==> config.mk <==
export PLATFORM = sky130hd
export DESIGN_NAME = bin_to_bcd_seq
export DESIGN_NICKNAME = d
export VERILOG_FILES = /design/src/rtl/bin_to_bcd_pkg.sv /design/src/rtl/bin_to_bcd_seq_digit_adj.sv /design/src/rtl/bin_to_bcd_seq.sv
export SDC_FILE = /design/constraint.sdc
export NUM_CORES = 1
export LEC_CHECK = 0
export BUFFER_PORTS_ARGS = -buffer_cell sky130_fd_sc_hd__buf_4
export CAP_MARGIN = 20
export CORE_ASPECT_RATIO = 0.9
export CORE_MARGIN = 2
export CORE_UTILIZATION = 30
export DETAILED_ROUTE_END_ITERATION = 10
export PLACE_DENSITY = 0.46
export SLEW_MARGIN = 20
export SYNTH_ARGS = -nofsm -noshare
export SYNTH_HDL_FRONTEND = slang
export SYNTH_SLANG_ARGS = --single-unit
==> constraint.sdc <==
create_clock -name clk -period 1.8 [get_ports clk]
set_input_delay 0.36 -clock clk [delete_from_list [all_inputs] [get_ports clk]]
set_output_delay 0.36 -clock clk [all_outputs]
set_load 0.005 [all_outputs]
==> src/rtl/bin_to_bcd_pkg.sv <==
// bin_to_bcd_pkg: shared FSM states and BCD code constants for the sequential binary-to-BCD converter.
package bin_to_bcd_pkg;
    typedef enum logic [1:0] {IDLE, SHIFT, DONE} state_t;
    localparam logic [3:0] BCD_BLANK = 4'hF;
    localparam logic [3:0] BCD_NINE  = 4'h9;
endpackage

==> src/rtl/bin_to_bcd_seq_digit_adj.sv <==
// bcd_digit_adj: double-dabble nibble correction, adds 3 when the digit is 5 or more.
module bcd_digit_adj (
    input  logic [3:0] d_i,
    output logic [3:0] d_o
);
    assign d_o = (d_i >= 4'd5) ? d_i + 4'd3 : d_i;
endmodule

==> src/rtl/bin_to_bcd_seq.sv <==
// bin_to_bcd_seq: iterative double-dabble converter, one input bit per clock, with saturating overflow.
// Define BIN_TO_BCD_LZB_EN to blank leading zero digits in the result.
module bin_to_bcd_seq
    import bin_to_bcd_pkg::*;
#(
    parameter int IN_W   = 32,
    parameter int DIGITS = 8
) (
    input  logic                  clk,
    input  logic                  rst_n,
    input  logic                  start,
    input  logic [IN_W-1:0]       bin_in,
    output logic                  busy,
    output logic                  done,
    output logic [4*DIGITS-1:0]   bcd_out,
    output logic                  overflow
);
    localparam int CW = $clog2(IN_W + 1);
    localparam int BW = 4 * DIGITS;

    state_t          state_q, state_d;
    logic [CW-1:0]   cnt_q, cnt_d;
    logic [IN_W-1:0] bin_q, bin_d;
    logic [BW-1:0]   scr_q, scr_d, adj, res, bcd_q;
    logic            sov_q, sov_d, ovf_q, done_q;

    for (genvar g = 0; g < DIGITS; g++) begin : g_adj
        bcd_digit_adj u_adj (.d_i(scr_q[4*g +: 4]), .d_o(adj[4*g +: 4]));
    end

    always_comb begin
        state_d = state_q;
        cnt_d   = cnt_q;
        bin_d   = bin_q;
        scr_d   = scr_q;
        sov_d   = sov_q;
        case (state_q)
            SHIFT: begin
                {scr_d, bin_d} = {adj, bin_q} << 1;
                sov_d          = sov_q | adj[BW-1];
                cnt_d          = cnt_q - 1'b1;
                state_d        = (cnt_q == CW'(1)) ? DONE : SHIFT;
            end
            default: begin
                state_d = start ? SHIFT : IDLE;
                if (start) begin
                    bin_d = bin_in;
                    scr_d = '0;
                    cnt_d = CW'(IN_W);
                    sov_d = 1'b0;
                end
            end
        endcase
    end

    always_comb begin
`ifdef BIN_TO_BCD_LZB_EN
        logic blank;
        res   = scr_q;
        blank = 1'b1;
        // walk down from the top digit; digit 0 always stays visible
        for (int i = DIGITS - 1; i > 0; i--) begin
            blank = blank && (scr_q[4*i +: 4] == 4'h0);
            if (blank) res[4*i +: 4] = BCD_BLANK;
        end
`else
        res = scr_q;
`endif
        if (sov_q) res = {DIGITS{BCD_NINE}};
    end

    always_ff @(posedge clk or negedge rst_n) begin
        if (!rst_n) begin
            state_q <= IDLE;
            cnt_q   <= '0;
            bin_q   <= '0;
            scr_q   <= '0;
            sov_q   <= 1'b0;
            bcd_q   <= '0;
            ovf_q   <= 1'b0;
            done_q  <= 1'b0;
        end else begin
            state_q <= state_d;
            cnt_q   <= cnt_d;
            bin_q   <= bin_d;
            scr_q   <= scr_d;
            sov_q   <= sov_d;
            done_q  <= (state_q == DONE);
            if (state_q == DONE) begin
                bcd_q <= res;
                ovf_q <= sov_q;
            end
        end
    end

    assign busy     = (state_q == SHIFT);
    assign done     = done_q;
    assign bcd_out  = bcd_q;
    assign overflow = ovf_q;
endmodule

==> results of run 1 <==
## power breakdown
group / leakage (nW) / internal (mW) / total, mW / switching (mW)
Clock: 0.122 / 0.933 / 1.82 / 0.887
Sequential: 1.39 / 3.29 / 4.19 / 0.906
Combinational: 1.57 / 2.16 / 4.43 / 2.27
Total: 3.08 / 6.38 / 10.4 / 4.06
## metal layers
| metal | vias to the layer above | track usage, % | routed length [um] |
|---|---|---|---|
| met2 | 66 | 21.7 | 5840 |
| li1 | 2117 | - | - |
| met1 | 2067 | 19.6 | 6530 |
| met3 | 11 | 2.97 | 452 |
| met4 | 0 | 3.69 | 159 |
| met5 | - | 0 | 0 |
## cells in the final DEF (no fill, tap or decap), types with 3 or more instances in the layout
cell / n
dfrtp_1: 107
buf_4: 82
nand2_1: 81
o21ai_0: 74
mux2i_1: 34
nor2_1: 30
inv_1: 20
nand3_1: 20
ha_1: 18
o31ai_1: 17
nand2b_1: 16
nor3_1: 10
a211oi_1: 9
clkbuf_16: 9
nor2b_1: 8
a2111o_1: 8
nand4_1: 8
a31oi_1: 8
a32o_1: 8
and4bb_2: 7
nor4_1: 7
a311o_1: 7
mux2_4: 7
buf_12: 7
mux2_2: 3
## kinds of logic (layout without fill, tap and decap cells)
family	after synthesis	in the layout
flip-flops	107	107
XOR/XNOR	1	1
multiplexers	44	44
adder cells (fa/ha/maj)	18	18
AO/OA/AOI/OAI	133	133
AND/OR/NAND/NOR	194	194
buffers and inverters	71	126
## through the flow
step / hold slack, ns / utilization (%)
6_report: -0.00894 / 36.5
5_1_grt: 0.0229 / 36.5
4_1_cts: 0.00165 / 36.5
3_5_place_dp: 0.381 / 35.0
3_3_place_gp: 0.375 / 35.0
2_1_floorplan: 0.0644 / -
## path summary, 6_finish.rpt
| check | from | slack, ns | depth (start not counted) | endpoint |
|---|---|---|---|---|
| setup / recovery | state_q[1]$_DFF_PN0_ | 0.09 | 4 | busy |
| hold reg to reg | bcd_out[18]$_DFFE_PN0P_ | 0.48 | 2 | bcd_out[18]$_DFFE_PN0P_ |
| min in group clk | bin_in[0] | 0.26 | 3 | bin_q[0]$_DFFE_PN0P_ |
| hold / removal | rst_n | -0.009 | 1 | bcd_out[16]$_DFFE_PN0P_ |
| max in group asynchronous | rst_n | 1.29 | 2 | cnt_q[4]$_DFFE_PN0P_ |
| setup reg to reg | scr_q[0]$_DFFE_PN0P_ | 0.25 | 5 | scr_q[4]$_DFFE_PN0P_ |
## registers in the layout, indices dropped and copies added (netlist names)
name      cells
scr_q        32
overflow      1
done          1
cnt_q         6
sov_q         1
state_q       2
bcd_out      32
bin_q        32
## cell type report
type                       count  area (um2)
clock buffer                  11         233
clock inverter                 4        28.8
fill                        1894       11600
inverter                      21        83.8
multi-input combinational    390        2550
sequential                   107        2680
tap                          245         307
timing repair buffer          90         771
## repair_timing
| item | CTS | global route |
|---|---|---|
| resized for setup | 2 | 1 |
| cloned | 0 | 0 |
| hold buffers | 0 | 0 |
| setup endpoints to repair | 1 | 1 |
| setup buffers | 0 | 0 |
==> flow_metrics.py, run 1 <==
metrics = {
    "setup_path": {
        "critPathLaunchType": "flop",
        "worstPathArrival_ns": 1.35,
        "cp_top_family": "buffers and inverters",
        "max_stage_delay_ns": 0.38,
        "critPathSlowestCell": "dfrtp_1",
        "crit_fanout": 22,
        "cp_cell_sequence": "nand2b_4 > inv_6 > buf_8 > buf_4",
        "path_class": "flop to output pin",
        "crit_buf_inv": 3,
        "cp-end-kind": "output pin",
        "critPathRequiredTime_ns": 1.44,
    },
    "timing": {
        "whs_ns": -0.00894,
        "finalWorstSetupSlack_ns": 0.0851,
        "period_needed_ns": 1.71,
        "layout_worst_path_cycle_share_pct": 95.3,
        "fin_skew_ns": 0.00920,
        "tns_ns": 0,
        "setup_viol": 0,
        "max_freq_mhz": 583,
        "tightest_slew_ns": 0.523,
        "hold_violations": 22,
        "max_slew_margin_pct": 65.1,
        "slew_viol_final": 0,
        "rsz0062_at_grt": "false",
    },
    "synth": {
        "synth_largest_area_cell": "dfrtp_1",
        "yosys_most_used_dff": "dfrtp_1",
        "ys_seq_area_share_pct": 48.3,
        "yosys-top-cells-area": "dfrtp_1, o21ai_0, mux2i_1",
        "yosys_warnings": 0,
        "netlist_instances": 568,
        "synthAdderAreaFrac_pct": 4.06,
        "ys_ff_latch": 107,
        "avgSynthCellArea_um2": 9.76,
        "synth_top_area_share_pct": 48.3,
        "synth_mux_area_share_pct": 8.64,
        "synthXorXnorAreaFrac_pct": 0.158,
        "synthDistinctLibCells": 34,
        "synthTopCellsByCount": "dfrtp_1, nand2_1, o21ai_0, mux2i_1, nor2_1",
        "syn_nets": 621,
        "synth-compound-area-share_pct": 15.8,
        "synth_most_common_cell": "dfrtp_1",
        "syn_area_um2": 5540,
        "synth_edf_count": 0,
        "synth_top_family_by_area": "simple AND/OR/NAND/NOR gates",
        "synth_async_sr_flop_share_pct": 100,
        "synth-simple-area-share_pct": 17.3,
    },
    "clock_network": {
        "cts_made_buffers": 9,
        "cts_buffer_depth": 2,
        "root_buffer": "clkbuf_16",
        "clk_pin_slew_ns": 0.07,
        "htreeDepth": 3,
        "clk_latency_ns": 0.35,
        "cts_sinks": 107,
        "cts_tree": "yes",
    },
    "global_routing": {
        "grt_pass1_vias": 4336,
        "antenna_found_initial": 0,
        "grt_max_degree": 37,
        "grt_overflow": 0,
        "grt_pass1_wl_um": 22100,
        "grt_usage_pct": 13.9,
    },
    "place": {
        "gp_congestion": 0.813,
        "dp_hpwl_um": 8920,
        "postPlaceCellArea_um2": 6380,
        "io_buffers": 69,
        "place_inst": 853,
        "post-place-ws_ns": 0.258,
    },
    "die": {
        "die_area_um2": 19600,
        "core_um2": 18200,
        "die_h_um": 133,
        "io-pin-count": 70,
        "initial_utilization_pct": 30.4,
        "rows": 47,
        "die_w_um": 147,
    },
    "final_layout": {
        "final_area_um2": 6650,
        "syn_to_final_growth_pct": 20.0,
        "drive_gt1_share_pct": 19.7,
        "final_net_count": 672,
        "stdcell_count": 868,
        "n_antenna_cell": 0,
    },
    "route": {
        "drtAntennaViolNets": 0,
        "dr.pass1.iters": 4,
        "drc": 0,
        "drt_iter0_drc": 298,
        "num_vias": 4261,
        "wl_per_cell_um": 15.0,
        "wirelength_um": 13000,
        "vias_per_cell": 4.91,
    },
    "worst_hold_path": {
        "hold_class": "primary input to async pin",
    },
    "power_and_ir_drop": {
        "power_density_nw_per_um2": 1570,
        "ir_worst_vdd_mv": 0.530,
        "p_leak_nw": 3.08,
        "power.total_mw": 10.4,
    },
    "outcome": {
        "violations": "hold timing",
        "outcome": "complete, but fails checks",
    },
    "flow_run": {
        "maxCapViolCount": 0,
    },
}
No activity file was read; power rests on OpenSTA's default activity.
==> inputs of run 2 (changes only) <==
==> constraint.sdc (replaced) <==
create_clock -name clk -period 1.8 [get_ports clk]
set_input_delay 0.18 -clock clk [delete_from_list [all_inputs] [get_ports clk]]
set_output_delay 0.18 -clock clk [all_outputs]
set_load 0.005 [all_outputs]
==> run 2 against run 1 <==
- the run now ends clean
- setup slack gained 0.026 ns
- worst hold slack better by 0.079 ns
- die area is the same
- sequential power barely moved
- flip-flop and latch count is the same
- largest cell class unchanged
==> flow_metrics.py, run 2 (synthesized netlist as in run 1, its figures left out) <==
metrics = {
    "outcome": {
        "outcome": "completed",
    },
    "setup_path": {
        "critPathLaunchType": "flop",
        "reg2reg_depth": 5,
        "max_stage_delay_ns": 0.38,
        "crit_fanout": 22,
        "cp_top_family": "buffers and inverters",
        "path_class": "flop to output pin",
        "crit_buf_inv": 4,
        "critPathRequiredTime_ns": 1.62,
        "cp_cell_sequence": "nand2b_4 > inv_6 > buf_12 > buf_16 > buf_4",
        "worstPathArrival_ns": 1.51,
        "critPathSlowestCell": "dfrtp_1",
        "path_depth": 5,
        "cp-end-kind": "output pin",
    },
    "clock_network": {
        "cts_tree": "yes",
        "cts_buffer_depth": 2,
        "cts_made_buffers": 9,
        "htreeDepth": 3,
        "clk_latency_ns": 0.35,
        "root_buffer": "clkbuf_16",
        "clk_pin_slew_ns": 0.07,
        "cts_sinks": 107,
        "postCtsSetupBuffers": 0,
    },
    "timing": {
        "slew_viol_final": 0,
        "rsz0062_at_grt": "false",
        "finalWorstSetupSlack_ns": 0.111,
        "setup_viol": 0,
        "hold_violations": 0,
        "layout_worst_path_cycle_share_pct": 93.8,
        "tns_ns": 0,
        "max_freq_mhz": 592,
        "tightest_slew_ns": 0.464,
        "max_slew_margin_pct": 69.1,
        "period_needed_ns": 1.69,
        "fin_skew_ns": 0.0112,
    },
    "final_layout": {
        "final_net_count": 670,
        "mostFrequentLayoutCell": "dfrtp_1",
        "n_antenna_cell": 0,
        "final_area_um2": 6680,
        "syn_to_final_growth_pct": 20.4,
        "stdcell_count": 867,
        "drive_gt1_share_pct": 19.3,
        "layout_common_cells": "dfrtp_1, nand2_1, buf_4, o21ai_0, mux2i_1",
        "fill_cells": 1846,
    },
    "route": {
        "wl_per_cell_um": 15.0,
        "m1WireLength_um": 6290,
        "num_vias": 4303,
        "dr.pass1.iters": 5,
        "vias_per_cell": 4.96,
        "wl_met3_um": 605,
        "drc": 0,
        "top_layer": "met4",
        "wirelength_um": 13000,
        "drtAntennaViolNets": 0,
        "dr_wl_met2_um": 5990,
        "drt_iter0_drc": 191,
    },
    "power_and_ir_drop": {
        "power.total_mw": 10.5,
        "p_seq_share_pct": 40.0,
        "ir_worst_vdd_mv": 0.604,
        "internal_power_mw": 6.47,
        "p_leak_nw": 3.09,
        "switchingPower_mw": 4.06,
        "power_frac_comb_pct": 42.2,
        "power_density_nw_per_um2": 1580,
        "power_frac_clock_pct": 17.8,
        "sw_frac_of_total_pct": 38.5,
    },
    "flow_run": {
        "maxCapViolCount": 0,
    },
    "worst_hold_path": {
        "hold_path_depth": 3,
        "hold_class": "primary input to flop",
    },
    "die": {
        "die_w_um": 147,
        "die_h_um": 133,
        "initial_utilization_pct": 30.4,
        "io-pin-count": 70,
        "die_area_um2": 19600,
        "rows": 47,
        "core_um2": 18200,
    },
    "global_routing": {
        "grt_usage_pct": 13.6,
        "grt_overflow": 0,
        "antenna_found_initial": 0,
        "grt_pass1_wl_um": 21500,
        "grt_pass1_vias": 4283,
        "grt_max_degree": 48,
    },
    "place": {
        "gp_congestion": 0.800,
        "post-place-ws_ns": 0.231,
        "io_buffers": 69,
        "postPlaceCellArea_um2": 6360,
        "dp_hpwl_um": 8800,
        "place_inst": 849,
    },
}
-- run 2: changes by cell type in the layout (fill, tap and decap cells not counted) --
cell / previous run / this run
buf_4: 82 / 78
buf_16: 0 / 1
buf_8: 1 / 0
clkbuf_1: 2 / 3
clkbuf_16: 9 / 10
clkbuf_8: 0 / 1
clkinv_4: 1 / 0
clkinvlp_4: 2 / 1
dlygate4sd3_1: 0 / 1
inv_6: 1 / 2
-- run 2: path summary, 6_finish.rpt --
check                                       from                     to  slack [ns]
max in group asynchronous                  rst_n   bin_q[5]$_DFFE_PN0P_        0.89
hold reg to reg             bin_q[5]$_DFFE_PN0P_   bin_q[6]$_DFFE_PN0P_        0.48
setup / recovery            state_q[1]$_DFF_PN0_                   busy        0.11
min in group asynchronous                  rst_n  scr_q[12]$_DFFE_PN0P_        0.32
setup reg to reg           scr_q[28]$_DFFE_PN0P_      sov_q$_DFFE_PN0P_        0.21
hold / removal                         bin_in[0]   bin_q[0]$_DFFE_PN0P_        0.07
-- run 2: area by class of cell --
| type | count | area [um2] | share of cell area (%) |
|---|---|---|---|
| flip-flops and latches | 107 | 2680 | 40.1 |
| multi-input cells | 390 | 2550 | 38.2 |
| clock buffers | 13 | 250 | 3.75 |
| well taps | 245 | 307 | 4.59 |
| repair buffers | 88 | 788 | 11.8 |
| inverters | 21 | 83.8 | 1.26 |
| clock inverters | 3 | 21.3 | 0.319 |
-- run 2: power by group through the flow --
stage          logic [mW]  registers [mW]  clock network, mW
3_3_place_gp         4.31            4.22                  0
2_1_floorplan        3.52            3.76                  0
6_report             4.44            4.21               1.87
4_1_cts              4.42            4.21               1.94
3_5_place_dp         4.39            4.25                  0
5_1_grt              5.04            4.36               2.05
-- run 2: what timing repair did --
item,CTS,global route
hold buffers,1,0
hold endpoints to repair,27,0
resized for setup,0,2
endpoints found under the setup margin,0,1
-- run 2: metal layers --
layer	global-route usage, %	vias to the layer above
met3	2.86	12
met2	21.6	100
met5	0	-
met4	4.27	0
li1	-	2112
met1	18.6	2079
-- run 2: worst min-delay path: stages --
cell and delay, ns:
buf_4 0.07, mux2i_1 0.05, nor2_1 0.07
-- run 2: through the flow --
stage / utilization, % / hold WS [ns]
floorplan: - / -0.116
global placement: 34.9 / 0.181
detailed placement: 34.9 / 0.178
CTS: 36.4 / 0.0570
global route: 36.6 / 0.0791
finish: 36.6 / 0.0702
==> inputs of run 3 (changes only) <==
--- a/config.mk
+++ b/config.mk
@@ -7,11 +7,13 @@
 export LEC_CHECK = 0
 export BUFFER_PORTS_ARGS = -buffer_cell sky130_fd_sc_hd__buf_4
 export CAP_MARGIN = 20
+export CELL_PAD_IN_SITES_DETAIL_PLACEMENT = 1
+export CELL_PAD_IN_SITES_GLOBAL_PLACEMENT = 2
 export CORE_ASPECT_RATIO = 0.9
 export CORE_MARGIN = 2
 export CORE_UTILIZATION = 30
 export DETAILED_ROUTE_END_ITERATION = 10
-export PLACE_DENSITY = 0.46
+export PLACE_DENSITY = 0.66
 export SLEW_MARGIN = 20
 export SYNTH_ARGS = -nofsm -noshare
 export SYNTH_HDL_FRONTEND = slang
==> run 3 against run 2 <==
- final cell count increased by 0.46%
- die area unchanged
- via count increased by 0.51%
- maximum frequency decreased by 0.56%
==> flow_metrics.py, run 3 (synthesized netlist as in run 1, its figures left out) <==
metrics = {
    "global_routing": {
        "grt_pass1_wl_um": 23900,
        "antenna_found_initial": 0,
        "grt_usage_pct": 15.3,
        "grt_pass1_vias": 4516,
        "grt_max_degree": 49,
        "grt_overflow": 0,
    },
    "route": {
        "dr.pass1.iters": 4,
        "top_layer": "met4",
        "wirelength_um": 14100,
        "vias_per_cell": 4.97,
        "drtAntennaViolNets": 0,
        "drt_iter0_drc": 200,
        "wl_met3_um": 402,
        "num_vias": 4325,
        "m1WireLength_um": 7130,
        "dr_wl_met2_um": 6340,
        "drc": 0,
        "wl_per_cell_um": 16.1,
    },
    "power_and_ir_drop": {
        "p_leak_nw": 3.11,
        "ir_worst_vdd_mv": 0.539,
        "power_density_nw_per_um2": 1600,
    },
    "clock_network": {
        "cts_tree": "yes",
        "clk_latency_ns": 0.36,
        "cts_made_buffers": 9,
        "cts_buffer_depth": 2,
        "ctsHoldBuffers": 1,
        "cts_resized": 0,
        "htreeDepth": 3,
        "cts_sinks": 107,
        "root_buffer": "clkbuf_16",
        "postCtsSetupBuffers": 0,
        "clk_pin_slew_ns": 0.07,
    },
    "die": {
        "initial_utilization_pct": 30.4,
        "io-pin-count": 70,
        "rows": 47,
        "die_h_um": 133,
        "die_w_um": 147,
        "core_um2": 18200,
        "die_area_um2": 19600,
    },
    "timing": {
        "max_slew_margin_pct": 66.4,
        "rsz0062_at_grt": "false",
        "hold_violations": 0,
        "finalWorstSetupSlack_ns": 0.102,
        "fin_skew_ns": 0.00709,
        "setup_viol": 0,
        "tns_ns": 0,
        "max_freq_mhz": 589,
        "slew_viol_final": 0,
        "period_needed_ns": 1.70,
        "tightest_slew_ns": 0.504,
        "layout_worst_path_cycle_share_pct": 94.4,
    },
    "setup_path": {
        "worstPathArrival_ns": 1.52,
        "max_stage_delay_ns": 0.38,
        "crit_fanout": 24,
        "path_class": "flop to output pin",
        "critPathSlowestCell": "dfrtp_1",
        "critPathRequiredTime_ns": 1.62,
        "path_common_cell": "buf_12",
        "cp_cell_sequence": "nand2b_4 > inv_4 > buf_12 > buf_12 > buf_4",
        "critPathLaunchType": "flop",
        "reg2reg_depth": 4,
        "cp-end-kind": "output pin",
    },
    "place": {
        "io_buffers": 69,
        "dp_hpwl_um": 9860,
        "post-place-ws_ns": 0.116,
        "gp_congestion": 0.776,
    },
    "final_layout": {
        "final_net_count": 675,
        "mostFrequentLayoutCell": "dfrtp_1",
        "fill_cells": 2063,
        "drive_gt1_share_pct": 20.3,
        "regArea_um2": 2680,
        "multiInputGateArea_um2": 2550,
        "layout_common_cells": "dfrtp_1, buf_4, nand2_1, o21ai_0, mux2i_1",
        "n_antenna_cell": 0,
        "syn_to_final_growth_pct": 20.7,
    },
    "outcome": {
        "outcome": "completed",
    },
    "worst_hold_path": {
        "hold_class": "primary input to flop",
        "hold_path_depth": 3,
    },
    "flow_run": {
        "maxCapViolCount": 0,
    },
}
## run 3: area by class of cell
| class | instances | area share [%] |
|---|---|---|
| Sequential cell | 107 | 40.0 |
| Multi-Input combinational cell | 390 | 38.1 |
| Timing Repair Buffer | 93 | 11.8 |
| Tap cell | 245 | 4.58 |
| Clock buffer | 9 | 3.36 |
| Inverter | 21 | 1.21 |
| Clock inverter | 6 | 0.972 |
## run 3: per-layer routing
layer,global-route usage (%),vias up
li1,-,2121
met1,21.6,2147
met2,23.7,46
met3,3.00,11
met4,5.02,0
met5,0,-
## run 3: report_power, final
| part | leakage (nW) | internal, mW | switching [mW] |
|---|---|---|---|
| Sequential | 1.39 | 3.29 | 0.929 |
| Combinational | 1.58 | 2.17 | 2.30 |
| Clock | 0.142 | 1.07 | 0.923 |
| Total | 3.11 | 6.53 | 4.15 |
## run 3: path summary, 6_finish.rpt
kind / startpoint / end / slack, ns
min in group asynchronous: rst_n / bcd_out[15]$_DFFE_PN0P_ / 0.33
worst max register to register: state_q[0]$_DFF_PN0_ / bcd_out[13]$_DFFE_PN0P_ / 0.11
worst max-delay path: state_q[1]$_DFF_PN0_ / busy / 0.10
worst min register to register: bcd_out[17]$_DFFE_PN0P_ / bcd_out[17]$_DFFE_PN0P_ / 0.48
worst min-delay path: bin_in[0] / bin_q[0]$_DFFE_PN0P_ / 0.08
max in group asynchronous: rst_n / scr_q[25]$_DFFE_PN0P_ / 0.87
## run 3: critical path, delay by kind of cell, from the launching register on
| family | cells | cell delay (ns) |
|---|---|---|
| simple gates | 1 | 0.16 |
| flops | 1 | 0.38 |
| buf+inv | 4 | 0.61 |
## run 3: stage by stage
stage                     power, mW  instance area [um2]  hold slack (ns)  util, %  cells
after floorplan                7.28                 5540           -0.116        -    568
after global placement         8.58                 6390            0.187     35.1    855
after detailed placement       8.79                 6390            0.192     35.1    855
after CTS                      10.9                 6690           0.0663     36.7    871
after global routing           11.7                 6690           0.0804     36.7    871
final                          10.7                 6690           0.0819     36.7    871
